$ cat src/rtl/irq_encoder16_to_4_if.sv
// Request/grant bundle between interrupt sources, the 16:4 encoder and the control unit.
interface irq_encoder16_to_4_if;
  logic [15:0] req;
  logic [15:0] mask;
  logic        ack;
  logic [3:0]  code;
  logic        valid;
  logic [15:0] pending;
  logic        overrun;

  modport master (
    output req, mask, ack,
    input  code, valid, pending, overrun
  );

  modport slave (
    input  req, mask, ack,
    output code, valid, pending, overrun
  );
endinterface

$ cat src/rtl/irq_encoder16_to_4.sv
// Registered 16:4 priority encoder: latches request rising edges as pending and presents
// the highest unmasked one as a frozen code until the control unit acknowledges it.
module irq_encoder16_to_4 (
  input  logic                  clk,
  input  logic                  reset,
  irq_encoder16_to_4_if.slave   bus
);

  typedef enum logic {IDLE, PRESENT} state_t;

  state_t      state_q, state_d;
  logic [15:0] req_q, req_d;
  logic [15:0] pending_q, pending_d;
  logic [3:0]  code_q, code_d;
  logic        overrun_q, overrun_d;

  logic [15:0] rise;
  logic [15:0] clr;
  logic [15:0] elig;

  // Bit 15 wins: later (higher) set bits overwrite the result.
  function automatic logic [3:0] prio_idx(input logic [15:0] e);
    logic [3:0] p;
    p = 4'h0;
    for (int i = 0; i < 16; i++) begin
      if (e[i]) p = 4'(i);
    end
    return p;
  endfunction

  always_comb begin
    req_d     = bus.req;
    rise      = bus.req & ~req_q;
    clr       = 16'h0000;
    if (state_q == PRESENT && bus.ack) clr[code_q] = 1'b1;
    // A rise on the bit being cleared keeps it pending (set wins).
    pending_d = (pending_q & ~clr) | rise;
    overrun_d = |(rise & pending_q & ~clr);
    elig      = pending_q & ~bus.mask;
    state_d   = state_q;
    code_d    = code_q;
    case (state_q)
      IDLE: begin
        if (elig != 16'h0000) begin
          code_d  = prio_idx(elig);
          state_d = PRESENT;
        end
      end
      PRESENT: begin
        if (bus.ack) state_d = IDLE;
      end
      default: state_d = IDLE;
    endcase
  end

  always_ff @(posedge clk) begin
    if (reset) begin
      state_q   <= IDLE;
      req_q     <= 16'h0000;
      pending_q <= 16'h0000;
      code_q    <= 4'h0;
      overrun_q <= 1'b0;
    end else begin
      state_q   <= state_d;
      req_q     <= req_d;
      pending_q <= pending_d;
      code_q    <= code_d;
      overrun_q <= overrun_d;
    end
  end

  assign bus.code    = code_q;
  assign bus.valid   = (state_q == PRESENT);
  assign bus.pending = pending_q;
  assign bus.overrun = overrun_q;

endmodule

$ cat src/flat_wrapper.sv
// flat-port wrapper written by rule: the top's interface ports become plain ports
module irq_encoder16_to_4_flat 
  (clk, reset, bus_req, bus_mask, bus_ack, bus_code, bus_valid, bus_pending, bus_overrun);
  irq_encoder16_to_4_if bus_i ();
  input  logic clk;
  input  logic reset;
  input wire logic [$bits(bus_i.req)-1:0] bus_req;
  input wire logic [$bits(bus_i.mask)-1:0] bus_mask;
  input wire logic [$bits(bus_i.ack)-1:0] bus_ack;
  output wire logic [$bits(bus_i.code)-1:0] bus_code;
  output wire logic [$bits(bus_i.valid)-1:0] bus_valid;
  output wire logic [$bits(bus_i.pending)-1:0] bus_pending;
  output wire logic [$bits(bus_i.overrun)-1:0] bus_overrun;
  assign bus_i.req = bus_req;
  assign bus_i.mask = bus_mask;
  assign bus_i.ack = bus_ack;
  assign bus_code = bus_i.code;
  assign bus_valid = bus_i.valid;
  assign bus_pending = bus_i.pending;
  assign bus_overrun = bus_i.overrun;
  irq_encoder16_to_4 u_core (.clk(clk), .reset(reset), .bus(bus_i));
endmodule
$ cat config.mk
export PLATFORM = sky130hd
export DESIGN_NAME = irq_encoder16_to_4_flat
export DESIGN_NICKNAME = d
export VERILOG_FILES = /design/src/rtl/irq_encoder16_to_4_if.sv /design/src/rtl/irq_encoder16_to_4.sv /design/src/flat_wrapper.sv
export SDC_FILE = /design/constraint.sdc
export NUM_CORES = 1
export LEC_CHECK = 0
export ABC_AREA = 1
export ABC_CLOCK_PERIOD_IN_PS = 1800
export BUFFER_PORTS_ARGS = -buffer_cell sky130_fd_sc_hd__buf_2
export CAP_MARGIN = 15
export CORE_MARGIN = 2
export CORE_UTILIZATION = 49
export DETAILED_ROUTE_END_ITERATION = 16
export PLACE_DENSITY_LB_ADDON = 0.12
export SYNTH_ARGS = -nofsm -noshare
export SYNTH_HDL_FRONTEND = slang
export SYNTH_SLANG_ARGS = --single-unit
$ cat constraint.sdc
create_clock -name clk -period 1.8 [get_ports clk]
set_input_delay 0.27 -clock clk [delete_from_list [all_inputs] [get_ports clk]]
set_output_delay 0.27 -clock clk [all_outputs]
set_load 0.005 [all_outputs]
Yosys cells after proc, flatten, opt, wreduce, memory -nomap -nowiden
Cells that the tools add are included.
{ "classes": {"magnitude_cmp": 2, "muxes": 21, "bitwise": 10, "reduce_logical": 5} }
{ "ops": {"columns": ["operator", "n"], "rows": [
  ["$and A16 B16 Y16", 5],
  ["$not A16 Y16", 3],
  ["$mux W4", 8],
  ["$mux W16", 1],
  ["$or A16 B16 Y16", 1],
  ["$reduce_bool A16 Y1", 1],
  ["$reduce_or A16 Y1", 1],
  ["$mux W3", 4],
  ["$lt A4 B5 Y1 const B", 1],
  ["$demux W1 S4", 1],
  ["$ge A4 B1 Y1 const B", 1],
  ["$mux W1", 4],
  ["$mux W2", 2],
  ["$logic_and A1 B1 Y1", 2],
  ["$pmux W1 S2", 1],
  ["$reduce_and A2 Y1", 1],
  ["$not A1 Y1", 1]
]} }
{ "totals": {"reg_bits": 38, "output_inout_bits": 22, "elab_cells": 43} }

Longest topological paths before layout
Gate-level depths: netlist (run 1).
{ "logic_depth": {"depth_word": 17, "mapped_depth": 16, "mapped_depth_nobuf": 16} }

Worst setup path before layout (run 1)
OpenSTA, ideal clock, no wires.
{ "synth_path": {"kind": "reg2reg", "startpoint": "register u_core.state_q (netlist: u_core.bus.valid)", "endpoint": "register u_core.overrun_q (netlist: u_core.bus.overrun)", "t_arrival_ns": 1.172, "required_ns": 1.668, "slack_ns": 0.497, "stages_incl_launch_ff": 9, "n_path_buf": 1, "path_cell_list": "dfxtp_1 nand2_2 inv_2 buf_6 nand3_1 nand2_1 o22ai_1 nor4_2 a21oi_1"} }
{ "synth_via": {"elab_chain_len": 5} }
{ "synth_lines": {"columns": ["item", "line_no", "source"], "rows": [
  ["start: declaration", "irq_encoder16_to_4.sv:11", "state_t state_q, state_d;"],
  ["start signal: assignment", "irq_encoder16_to_4.sv:64", "state_q <= state_d;"],
  ["$logic_and A1 B1 Y1", "irq_encoder16_to_4.sv:35", "if (state_q == PRESENT && bus.ack) clr[code_q] = 1'b1;"],
  ["$mux W16", "irq_encoder16_to_4.sv:35", null],
  ["$not A16 Y16", "irq_encoder16_to_4.sv:38", "overrun_d = |(rise & pending_q & ~clr);"],
  ["$and A16 B16 Y16", "irq_encoder16_to_4.sv:38", null],
  ["$reduce_or A16 Y1", "irq_encoder16_to_4.sv:38", null],
  ["end signal: assignment", "irq_encoder16_to_4.sv:68", "overrun_q <= overrun_d;"],
  ["end: declaration", "irq_encoder16_to_4.sv:15", "logic overrun_q, overrun_d;"]
]} }
Every way passes these cells.
A chain may end at the register's enable or synchronous reset.

Final worst setup path (run 1)
Ends and elaborated chain as after synthesis.

==> results.md, run 1 <==
| Stage | Quantity | Value |
|---|---|---|
| worst setup path | Kind of end point of the critical path | flip-flop |
| final layout | Finished Core Util | 0.637 |
| floorplanning | Boundary Pins | 57 |
| place | Placer Congestion | 0.879 |
| sta | Max-slew violation count | 0 |
| pwr | Total power after layout | 2.04 mW |
| floorplanning | Die Height | 63.2 um |
| place | Post-DP HPWL | 2990 um |
| sta | Final setup fails | 0 |
| cts | Number of H-tree levels | 2 |
| place | Number of port buffers | 56 |
| synthesis | Fraction of the yosys area taken by sequential cells | 0.443 |
| sta | Worst relative slew slack | 0.757 |
| synthesis | Post-synthesis cell count | 253 |
| final layout | Proportion of layout cells with a drive suffix above 1 | 0.272 |
| worst setup path | Worst EP required | 2040 ps |
| worst setup path | Worst setup SP type | flip-flop |
| worst setup path | CP cell instances | nand2_2 > inv_2 > nand3_1 > o21ai_0 > o22ai_1 > nor4_2 > a21oi_1 |
| worst hold path | Type of the tightest min-delay check | input pin to flip-flop |
| global route | Remaining global-route overflow | 0 |
| final layout | Area Overhead vs Synth | 24.8% |
| cts | Clock tree from TritonCTS | done |
| floorplanning | Core Rows | 21 |
| cts | Number of buffers created by CTS | 5 |
| sta | Clock period minus worst slack | 1590 ps |
| sta | Worst clock skew | 10.4 ps |
| final layout | Final-layout fill cell count | 366 |
| worst setup path | Crit-path max FO | 11 |
| cts | Clock latency of the later-clocked register in the worst-skew pair | 340 ps |
| routing | Post-detailed-route via-to-cell ratio | 4.64 |
| final layout | Commonest cells after routing, fill and taps aside | 65 x nand2_1, 56 x buf_2, 45 x inv_1, 38 x dfxtp_1, 27 x nor2_1 |
| global route | Largest net degree at the start of global routing | 23 |
| floorplanning | Area of the die | 3990 sq um |
| flow run | Number of max-cap violations | 0 |
| floorplanning | Initial Util | 0.510 |
| global route | Number of antenna violations at the first check in global routing | 0 |
| synthesis | Count of synthesis-stage warnings from yosys | 0 |
| cts | Deepest clock path buffer count | 2 |
| sta | Maximum clock frequency | 0.630 GHz |
| routing | Drt initial violations | 82 |
| pwr | Highest ir drop seen on vdd | 532 uV |
| synthesis | Post-synthesis average cell area | 6.79 sq um |
| floorplanning | Horizontal die dimension | 63.2 um |
| sta | Part of the cycle the worst path needs | 0.882 |
| pwr | Leak Pwr | 1.17 nW |
| routing | Final routed wire length divided by cell count | 10.5 um |
| cts | Post-CTS Setup Repair Bufs | 0 |
| sta | Final sum of negative setup slack | 0 ps |
| synthesis | Total of flip-flops plus latches after synthesis | 38 |
| worst setup path | Cell with the largest stage delay on the worst path | dfxtp_1 |
| sta | Slew at the pin with the worst max-slew slack | 363 ps |
| cts | Clock root buffer | clkbuf_4 |
| cts | Number of gates resized after CTS | 0 |
| routing | Via Count | 1666 |
| global route | Global router's overall resource usage | 0.213 |
| synthesis | Number of nets produced by synthesis | 288 |
| synthesis | Mapped Area | 1720 sq um |
| cts | Number of sinks handled by clock tree synthesis | 38 |
| sta | Unrepaired setup endpoints after global routing | no |
| routing | Aggregate routed wire length | 3760 um |
| final layout | Summed area of non-filler cells in the final layout | 2140 sq um |
| final layout | Number of diodes | 0 |
| status | Run status | finished, final reports clean |
| pwr | Power density of the placed cells | 952 nW/um^2 |
| sta | Final hold violations | 0 |
| global route | Number of global-route vias before repair | 1587 |
| worst setup path | Data arrival time at the worst-slack endpoint | 1830 ps |
| global route | Wire length of the first global-routing pass | 6760 um |
| final layout | Most common cell after layout, fill and taps aside | nand2_1 |
| worst setup path | Max stage delay on crit path | 400 ps |
| floorplanning | Core region area | 3360 sq um |
| routing | Remaining antenna violation count after routing | 0 |
| routing | Initial DRT Pass Iterations | 4 |
| routing | DRC | 0 |
| place | Area after DPL | 2040 sq um |
| worst setup path | Class of the most critical setup path | flip-flop to flip-flop |
| synthesis | Synth unique cells | 23 |
| final layout | Final Net Count | 347 |
| cts | Number of hold buffers added after cts | 0 |
| cts | Clock transition at the registers of the reported paths | 120 ps |
## cell usage after synthesis
library cell | n | share of area
a211oi_1 | 1 | 0.0044
nand3_1 | 12 | 0.035
inv_1 | 45 | 0.098
or2_2 | 10 | 0.036
o2111ai_1 | 1 | 0.0051
nor3_2 | 1 | 0.0058
o22ai_1 | 7 | 0.026
nor2_2 | 3 | 0.011
buf_6 | 1 | 0.0066
o21ai_0 | 1 | 0.0029
nor3_1 | 4 | 0.012
o21ai_1 | 2 | 0.0058
a31oi_1 | 2 | 0.0073
nand2_1 | 65 | 0.14
a21oi_1 | 19 | 0.055
nor4_2 | 1 | 0.0073
clkbuf_1 | 4 | 0.0087
dfxtp_1 | 38 | 0.44
or2_1 | 1 | 0.0036
nor2_1 | 27 | 0.059
nand4_1 | 3 | 0.011
inv_2 | 3 | 0.0066
nand2_2 | 2 | 0.0073
## worst max-delay path: cells and delay by family (launching register included)
| kind | cells | cell delay (ps) |
|---|---|---|
| buffers and inverters | 1 | 170 |
| and+or+nand+nor | 3 | 460 |
| DFF | 1 | 400 |
| AOI/OAI and AO/OA | 3 | 470 |
## layer usage
metal  up-vias  share of wire  GRT usage
li1        900              -          -
met1       705           0.49      0.293
met2        55           0.43      0.327
met3         6          0.065     0.0500
met4         0          0.015     0.0734
met5         -              0          0
## final cells by class
type,count,area (sq um),share of cell area
flip-flops and latches,38,761,0.355
multi-input cells,162,749,0.350
repair buffers,57,288,0.134
inverters,48,180,0.0841
clock inverters,3,68.8,0.0321
well taps,46,57.6,0.0269
clock buffers,5,37.5,0.0175
## flip-flops by register name (all words and copies together), names as in the netlist
register and flops:
u_core.bus.valid 1, u_core.bus.overrun 1, u_core.bus.pending 16, u_core.bus.code 4
u_core.req_q 16
## per-stage QoR
stage / hold WS, ps / std cells / worst slack, ps
4_1_cts: 120 / 359 / 218
2_1_floorplan: 377 / 253 / 497
6_report: 127 / 359 / 212
3_3_place_gp: 477 / 351 / 204
5_1_grt: 122 / 359 / 30.3
3_5_place_dp: 487 / 351 / 225
## power by group
part	switching (mW)	internal, mW	leakage [nW]	total, mW
clock network	0.287	0.435	0.0554	0.721
logic	0.209	0.151	0.796	0.361
registers	0.0505	0.907	0.317	0.957
total	0.547	1.49	1.17	2.04
## worst paths after layout
check | slack [ps] | end | depth (start not counted) | from
worst max-delay path | 210 | u_core.bus.overrun | 7 | u_core.bus.valid
worst min-delay path | 130 | u_core.req_q[4] | 3 | bus_req[4]
worst max register to register | 210 | u_core.bus.overrun | 7 | u_core.bus.valid
worst min register to register | 500 | u_core.bus.pending[0] | 3 | u_core.req_q[0]
## logic make-up after synthesis
| kind of cell | Yosys count | share of synthesized area |
|---|---|---|
| and+or+nand+nor | 129 | 0.330 |
| AOI/OAI and AO/OA | 33 | 0.106 |
| DFF | 38 | 0.443 |
| buffers and inverters | 53 | 0.120 |
(Power assumes the default switching activity.)
==> inputs of run 2 (changes only) <==
- ABC_CLOCK_PERIOD_IN_PS: 1800 -> 1900
- CORE_UTILIZATION: 49 -> 53
- TNS_END_PERCENT: unset -> 10
- clock period: 1.8 -> 1.9 ns (I/O delays scaled with it)
==> results.md, run 2 (synthesized netlist as in run 1, its figures left out) <==
| Stage | Quantity | Value |
|---|---|---|
| status | Run status | finished, final reports clean |
| global route | M2 GR Usage | 0.389 |
| routing | Via Count | 1700 |
| floorplanning | Core Rows | 20 |
| worst setup path | R2r endpoint | u_core.bus.overrun |
| worst setup path | Worst R2R Setup Slack | 280 ps |
| place | DP Worst Slack | 295 ps |
| worst setup path | Worst setup SP type | flip-flop |
| sta | Unrepaired setup endpoints after global routing | no |
| pwr | Leak Pwr | 1.17 nW |
| worst setup path | Crit-path max FO | 11 |
| worst setup path | Class of the most critical setup path | flip-flop to flip-flop |
| cts | Clock transition at the registers of the reported paths | 110 ps |
| final layout | Number of diodes | 0 |
| global route | Number of global-route vias before repair | 1535 |
| place | Placer Congestion | 0.820 |
| routing | Final routed wire length divided by cell count | 10.9 um |
| cts | Number of gates resized after CTS | 0 |
| worst setup path | Destination of the critical timing path | u_core.bus.overrun |
| pwr | Highest ir drop seen on vdd | 518 uV |
| worst hold path | Type of the tightest min-delay check | input pin to flip-flop |
| floorplanning | Initial Util | 0.558 |
| pwr | Power density of the placed cells | 918 nW/um^2 |
| worst setup path | Number of cells on the worst reg-to-reg path | 7 |
| sta | Worst clock skew | 4.02 ps |
| global route | Largest net degree at the start of global routing | 28 |
| cts | Post-CTS Setup Repair Bufs | 0 |
| floorplanning | Area of the die | 3710 sq um |
| global route | GR Layer Usage met1 | 0.297 |
| sta | Worst relative slew slack | 0.674 |
| cts | Deepest clock path buffer count | 2 |
| sta | Slew at the pin with the worst max-slew slack | 488 ps |
| floorplanning | Horizontal die dimension | 60.9 um |
| cts | Clock latency of the later-clocked register in the worst-skew pair | 350 ps |
| final layout | Most common cell after layout, fill and taps aside | nand2_1 |
| place | Post-DP HPWL | 3070 um |
| sta | Part of the cycle the worst path needs | 0.853 |
| final layout | Final-layout fill cell count | 299 |
| routing | Post-detailed-route via-to-cell ratio | 4.76 |
| worst setup path | Worst EP required | 2130 ps |
| place | Number of port buffers | 56 |
| cts | Clock tree from TritonCTS | done |
| routing | Aggregate routed wire length | 3890 um |
| sta | Maximum clock frequency | 0.617 GHz |
| worst setup path | Launch point of the worst path | u_core.bus.valid |
| final layout | Final Net Count | 347 |
| sta | Final setup fails | 0 |
| routing | DRC | 0 |
| final layout | Proportion of layout cells with a drive suffix above 1 | 0.272 |
| sta | Setup slack of the critical path after layout | 279 ps |
| sta | Final sum of negative setup slack | 0 ps |
| worst setup path | Kind of end point of the critical path | flip-flop |
| worst setup path | Data arrival time at the worst-slack endpoint | 1850 ps |
| global route | Wire length of the first global-routing pass | 6400 um |
| routing | Initial DRT Pass Iterations | 4 |
| floorplanning | Boundary Pins | 57 |
| routing | Drt initial violations | 105 |
| floorplanning | Core region area | 3080 sq um |
| floorplanning | Die Height | 60.9 um |
| sta | Max-slew violation count | 0 |
| global route | Most Used Layer, Global Route | met2 |
| cts | Number of H-tree levels | 2 |
| global route | Global router's overall resource usage | 0.234 |
| cts | Number of hold buffers added after cts | 0 |
| worst setup path | Worst R2R Start | u_core.bus.valid |
| final layout | Area Overhead vs Synth | 24.9% |
| cts | Number of sinks handled by clock tree synthesis | 38 |
| flow run | Number of max-cap violations | 0 |
| sta | Clock period minus worst slack | 1620 ps |
| cts | Number of buffers created by CTS | 5 |
| routing | Remaining antenna violation count after routing | 0 |
| global route | Met3 routing resource usage after global routing | 0.0597 |
| cts | Clock root buffer | clkbuf_4 |
| pwr | Total power after layout | 1.97 mW |
| sta | Final hold violations | 0 |
| final layout | Commonest cells after routing, fill and taps aside | 65 x nand2_1, 56 x buf_2, 45 x inv_1, 38 x dfxtp_1, 27 x nor2_1 |
| global route | Remaining global-route overflow | 0 |
| global route | Number of antenna violations at the first check in global routing | 0 |
run 2: worst min-delay path by stage:
stage,slack (ps),from,depth (start not counted),endpoint
2_1_floorplan,390,bus_req[0],2,u_core.req_q[0]
3_3_place_gp,490,u_core.req_q[6],2,u_core.bus.pending[6]
6_report,130,bus_req[12],3,u_core.req_q[12]
3_5_place_dp,490,u_core.bus.pending[2],2,u_core.bus.pending[2]
4_1_cts,130,bus_req[13],3,u_core.req_q[13]
5_1_grt,140,bus_req[3],3,u_core.req_q[3]
run 2: final cells by class:
cell class,count,area [sq um],share of cell area
inverters,48,180,0.0840
well taps,44,55.1,0.0257
repair buffers,57,288,0.134
multi-input cells,162,749,0.349
flip-flops and latches,38,761,0.355
clock buffers,6,51.3,0.0239
clock inverters,2,60.1,0.0280
run 2: layer usage:
layer  up-vias  share of wire
met5         -              0
met4         0          0.014
met3         6          0.068
met2        51           0.48
met1       744           0.44
li1        899              -
run 2: critical path, stage by stage, from the launching register on:
cell and delay (ps):
dfxtp_1 410, nand2_2 100, inv_2 160, nand3_1 80, o21ai_0 300, o22ai_1 140
nor4_2 220, a21oi_1 90
run 2: stage by stage:
| step | hold slack, ps | cells | utilization | instance area [sq um] |
|---|---|---|---|---|
| final | 133 | 357 | 0.697 | 2140 |
| after global routing | 139 | 357 | 0.697 | 2140 |
| after detailed placement | 489 | 349 | 0.661 | 2030 |
| after CTS | 131 | 357 | 0.697 | 2140 |
| after global placement | 489 | 349 | 0.661 | 2030 |
| after floorplan | 392 | 253 | - | 1720 |
run 2: power breakdown:
part	switching, mW	internal, mW
Clock	0.273	0.446
Sequential	0.0497	0.859
Combinational	0.198	0.143
==> inputs of run 3 (changes only) <==
--- a/config.mk
+++ b/config.mk
@@ -6,11 +6,10 @@
 export NUM_CORES = 1
 export LEC_CHECK = 0
-export ABC_AREA = 1
 export ABC_CLOCK_PERIOD_IN_PS = 1900
-export BUFFER_PORTS_ARGS = -buffer_cell sky130_fd_sc_hd__buf_2
 export CAP_MARGIN = 15
 export CORE_MARGIN = 2
-export CORE_UTILIZATION = 53
+export CORE_UTILIZATION = 56
 export DETAILED_ROUTE_END_ITERATION = 16
+export DONT_BUFFER_PORTS = 1
 export PLACE_DENSITY_LB_ADDON = 0.12
 export SYNTH_ARGS = -nofsm -noshare
==> constraint.sdc (replaced) <==
create_clock -name clk -period 1.9 [get_ports clk]
set_input_delay 0.19 -clock clk [delete_from_list [all_inputs] [get_ports clk]]
set_output_delay 0.19 -clock clk [all_outputs]
set_load 0.005 [all_outputs]
==> results.md, run 3 <==
| Stage | Quantity | Value |
|---|---|---|
| status | Run status | complete, but fails checks |
| status | Failing checks | design-rule violations |
| worst setup path | Worst EP required | 2110 ps |
| final layout | Final Net Count | 237 |
| synthesis | Mapped Area | 1690 sq um |
| place | DP Worst Slack | 212 ps |
| floorplanning | Core region area | 2810 sq um |
| cts | Clock tree from TritonCTS | done |
| synthesis | Cell types with the highest counts after synthesis | 38 x dfxtp_1, 28 x nor2b_1, 21 x a21oi_1 |
| floorplanning | Area of the die | 3480 sq um |
| synthesis | Biggest area consumer among synthesized cells | dfxtp_1 |
| sta | Clock period minus worst slack | 1750 ps |
| final layout | Most common cell after layout, fill and taps aside | dfxtp_1 |
| sta | Unrepaired setup endpoints after global routing | no |
| synthesis | Post-synthesis average cell area | 9.30 sq um |
| synthesis | Count of flip-flops with a built-in enable after synthesis | 0 |
| worst setup path | Worst R2R Start | u_core.bus.pending[2] |
| cts | Post-CTS Setup Repair Bufs | 0 |
| synthesis | Synth unique cells | 34 |
| routing | Initial DRT Pass Iterations | 10 |
| final layout | Final-layout fill cell count | 230 |
| worst hold path | Type of the tightest min-delay check | input pin to flip-flop |
| worst setup path | Cell with the largest stage delay on the worst path | a2111oi_0 |
| synthesis | Biggest area contributors in the synthesized netlist | dfxtp_1 45%, nor2b_1 10%, nand2b_1 7.4% |
| synthesis | Main flop type after synthesis | dfxtp_1 |
| global route | Remaining global-route overflow | 0 |
| sta | Setup slack of the critical path after layout | 151 ps |
| cts | Number of buffers created by CTS | 5 |
| cts | Clock root buffer | clkbuf_4 |
| pwr | Power density of the placed cells | 828 nW/um^2 |
| sta | Max-slew violation count | 0 |
| sta | Worst relative slew slack | 0.640 |
| floorplanning | Horizontal die dimension | 59.0 um |
| worst setup path | Destination of the critical timing path | u_core.bus.code[0] |
| routing | Via Count | 1431 |
| global route | Wire length of the first global-routing pass | 6540 um |
| cts | Number of H-tree levels | 2 |
| final layout | Area Overhead vs Synth | 15.2% |
| sta | Worst clock skew | 12.8 ps |
| worst setup path | Max stage delay on crit path | 560 ps |
| cts | Number of hold buffers added after cts | 17 |
| place | Number of port buffers | 0 |
| floorplanning | Core Rows | 19 |
| final layout | Proportion of layout cells with a drive suffix above 1 | 0.0743 |
| sta | Maximum clock frequency | 0.572 GHz |
| cts | Number of gates resized after CTS | 0 |
| final layout | Commonest cells after routing, fill and taps aside | 38 x dfxtp_1, 28 x nor2b_1, 21 x a21oi_1, 20 x nand2b_1, 17 x dlygate4sd3_1 |
| synthesis | Total of flip-flops plus latches after synthesis | 38 |
| routing | Remaining antenna violation count after routing | 0 |
| synthesis | Fraction of the yosys area taken by sequential cells | 0.449 |
| place | Number of cells after detailed placement | 208 |
| synthesis | Number of nets produced by synthesis | 217 |
| worst setup path | CP cell instances | or2b_1 > a21oi_1 > o21ai_0 > a2111oi_0 > o22ai_1 |
| worst setup path | Kind of end point of the critical path | flip-flop |
| synthesis | Most frequent cell after synthesis | dfxtp_1 |
| global route | Largest net degree at the start of global routing | 39 |
| routing | Post-detailed-route via-to-cell ratio | 6.14 |
| floorplanning | Initial Util | 0.603 |
| cts | Clock latency of the later-clocked register in the worst-skew pair | 350 ps |
| global route | Number of global-route vias before repair | 1427 |
| synthesis | Asr flop ratio synth | 0 |
| pwr | Leak Pwr | 0.710 nW |
| routing | DRC | 4 |
| sta | Final sum of negative setup slack | 0 ps |
| worst setup path | Buf+Inv Stages, Crit Path | 0 |
| cts | Number of sinks handled by clock tree synthesis | 38 |
| routing | Final routed wire length divided by cell count | 17.8 um |
| synthesis | Top-area cell type share of the netlist area | 0.449 |
| worst setup path | Depth of the critical timing path with buffers and inverters included | 5 |
| synthesis | Count of synthesis-stage warnings from yosys | 0 |
| cts | Deepest clock path buffer count | 2 |
| worst setup path | Class of the most critical setup path | flip-flop to flip-flop |
| worst setup path | Crit-path max FO | 4 |
| floorplanning | Boundary Pins | 57 |
| flow run | Number of max-cap violations | 0 |
| synthesis | Post-synthesis cell count | 182 |
| worst setup path | Worst setup SP type | flip-flop |
| global route | Global router's overall resource usage | 0.255 |
| worst setup path | Worst R2R Setup Slack | 150 ps |
| worst setup path | Data arrival time at the worst-slack endpoint | 1960 ps |
| pwr | Highest ir drop seen on vdd | 650 uV |
| place | Post-DP HPWL | 3020 um |
| routing | Aggregate routed wire length | 4140 um |
| routing | Drt initial violations | 74 |
| worst setup path | Cell family with most CP delay | compound AO/OA/AOI/OAI gates |
| cts | Clock transition at the registers of the reported paths | 100 ps |
| place | Placer Congestion | 0.859 |
| final layout | Number of diodes | 0 |
| sta | Part of the cycle the worst path needs | 0.920 |
| worst setup path | Number of cells on the worst reg-to-reg path | 5 |
| sta | Slew at the pin with the worst max-slew slack | 527 ps |
| worst setup path | Launch point of the worst path | u_core.bus.pending[2] |
| worst setup path | R2r endpoint | u_core.bus.code[0] |
| sta | Final setup fails | 0 |
| global route | Number of antenna violations at the first check in global routing | 0 |
| floorplanning | Die Height | 59.0 um |
| sta | Final hold violations | 0 |
| final layout | Post-layout instance count excluding filler cells | 233 |
run 3: cell families (layout without fill, tap and decap cells):
kind of cell | count (synthesis) | in the layout | synth area share
AND/OR/NAND/NOR | 77 | 77 | 0.305
AO/OA/AOI/OAI | 58 | 58 | 0.222
flip-flops | 38 | 38 | 0.449
buffers and inverters | 8 | 28 | 0.0185
multiplexers | 1 | 1 | 0.00591
run 3: cell type report:
cell class	count	area, sq um	share of cell area
clock buffers	6	41.3	0.0212
clock inverters	1	7.51	0.00385
inverters	3	11.3	0.00577
multi-input cells	136	901	0.462
flip-flops and latches	38	761	0.390
well taps	31	38.8	0.0199
repair buffers	18	190	0.0975
run 3: per-stage QoR:
stage	util	power, mW	hold WS, ps	instance area [sq um]
4_1_cts	0.692	1.61	9.87	1940
6_report	0.695	1.61	13.7	1950
2_1_floorplan	-	1.14	318	1690
5_1_grt	0.695	1.69	12.2	1950
3_5_place_dp	0.610	1.19	265	1710
3_3_place_gp	0.610	1.18	263	1710
run 3: power breakdown:
group / leakage [nW] / switching, mW / internal, mW / total, mW
sequential: 0.317 / 0.0626 / 0.859 / 0.921
combinational: 0.369 / 0.150 / 0.145 / 0.295
clock: 0.0243 / 0.261 / 0.138 / 0.399
run 3: worst min path at each step:
stage | startpoint | to | slack, ps | cells past startpoint
2_1_floorplan | bus_req[0] | u_core.req_q[0] | 320 | 1
3_3_place_gp | reset | u_core.bus.pending[7] | 260 | 1
3_5_place_dp | reset | u_core.bus.pending[0] | 270 | 1
4_1_cts | bus_req[13] | u_core.bus.pending[13] | 10 | 2
5_1_grt | bus_req[11] | u_core.bus.pending[11] | 10 | 2
6_report | bus_ack | u_core.bus.valid | 10 | 2
run 3: metal layers:
metal,vias to the layer above,part of all wire,GRT usage
met5,-,0,0
met4,0,0.023,0.0909
met3,10,0.12,0.0873
met2,70,0.46,0.414
met1,653,0.39,0.316
li1,698,-,-
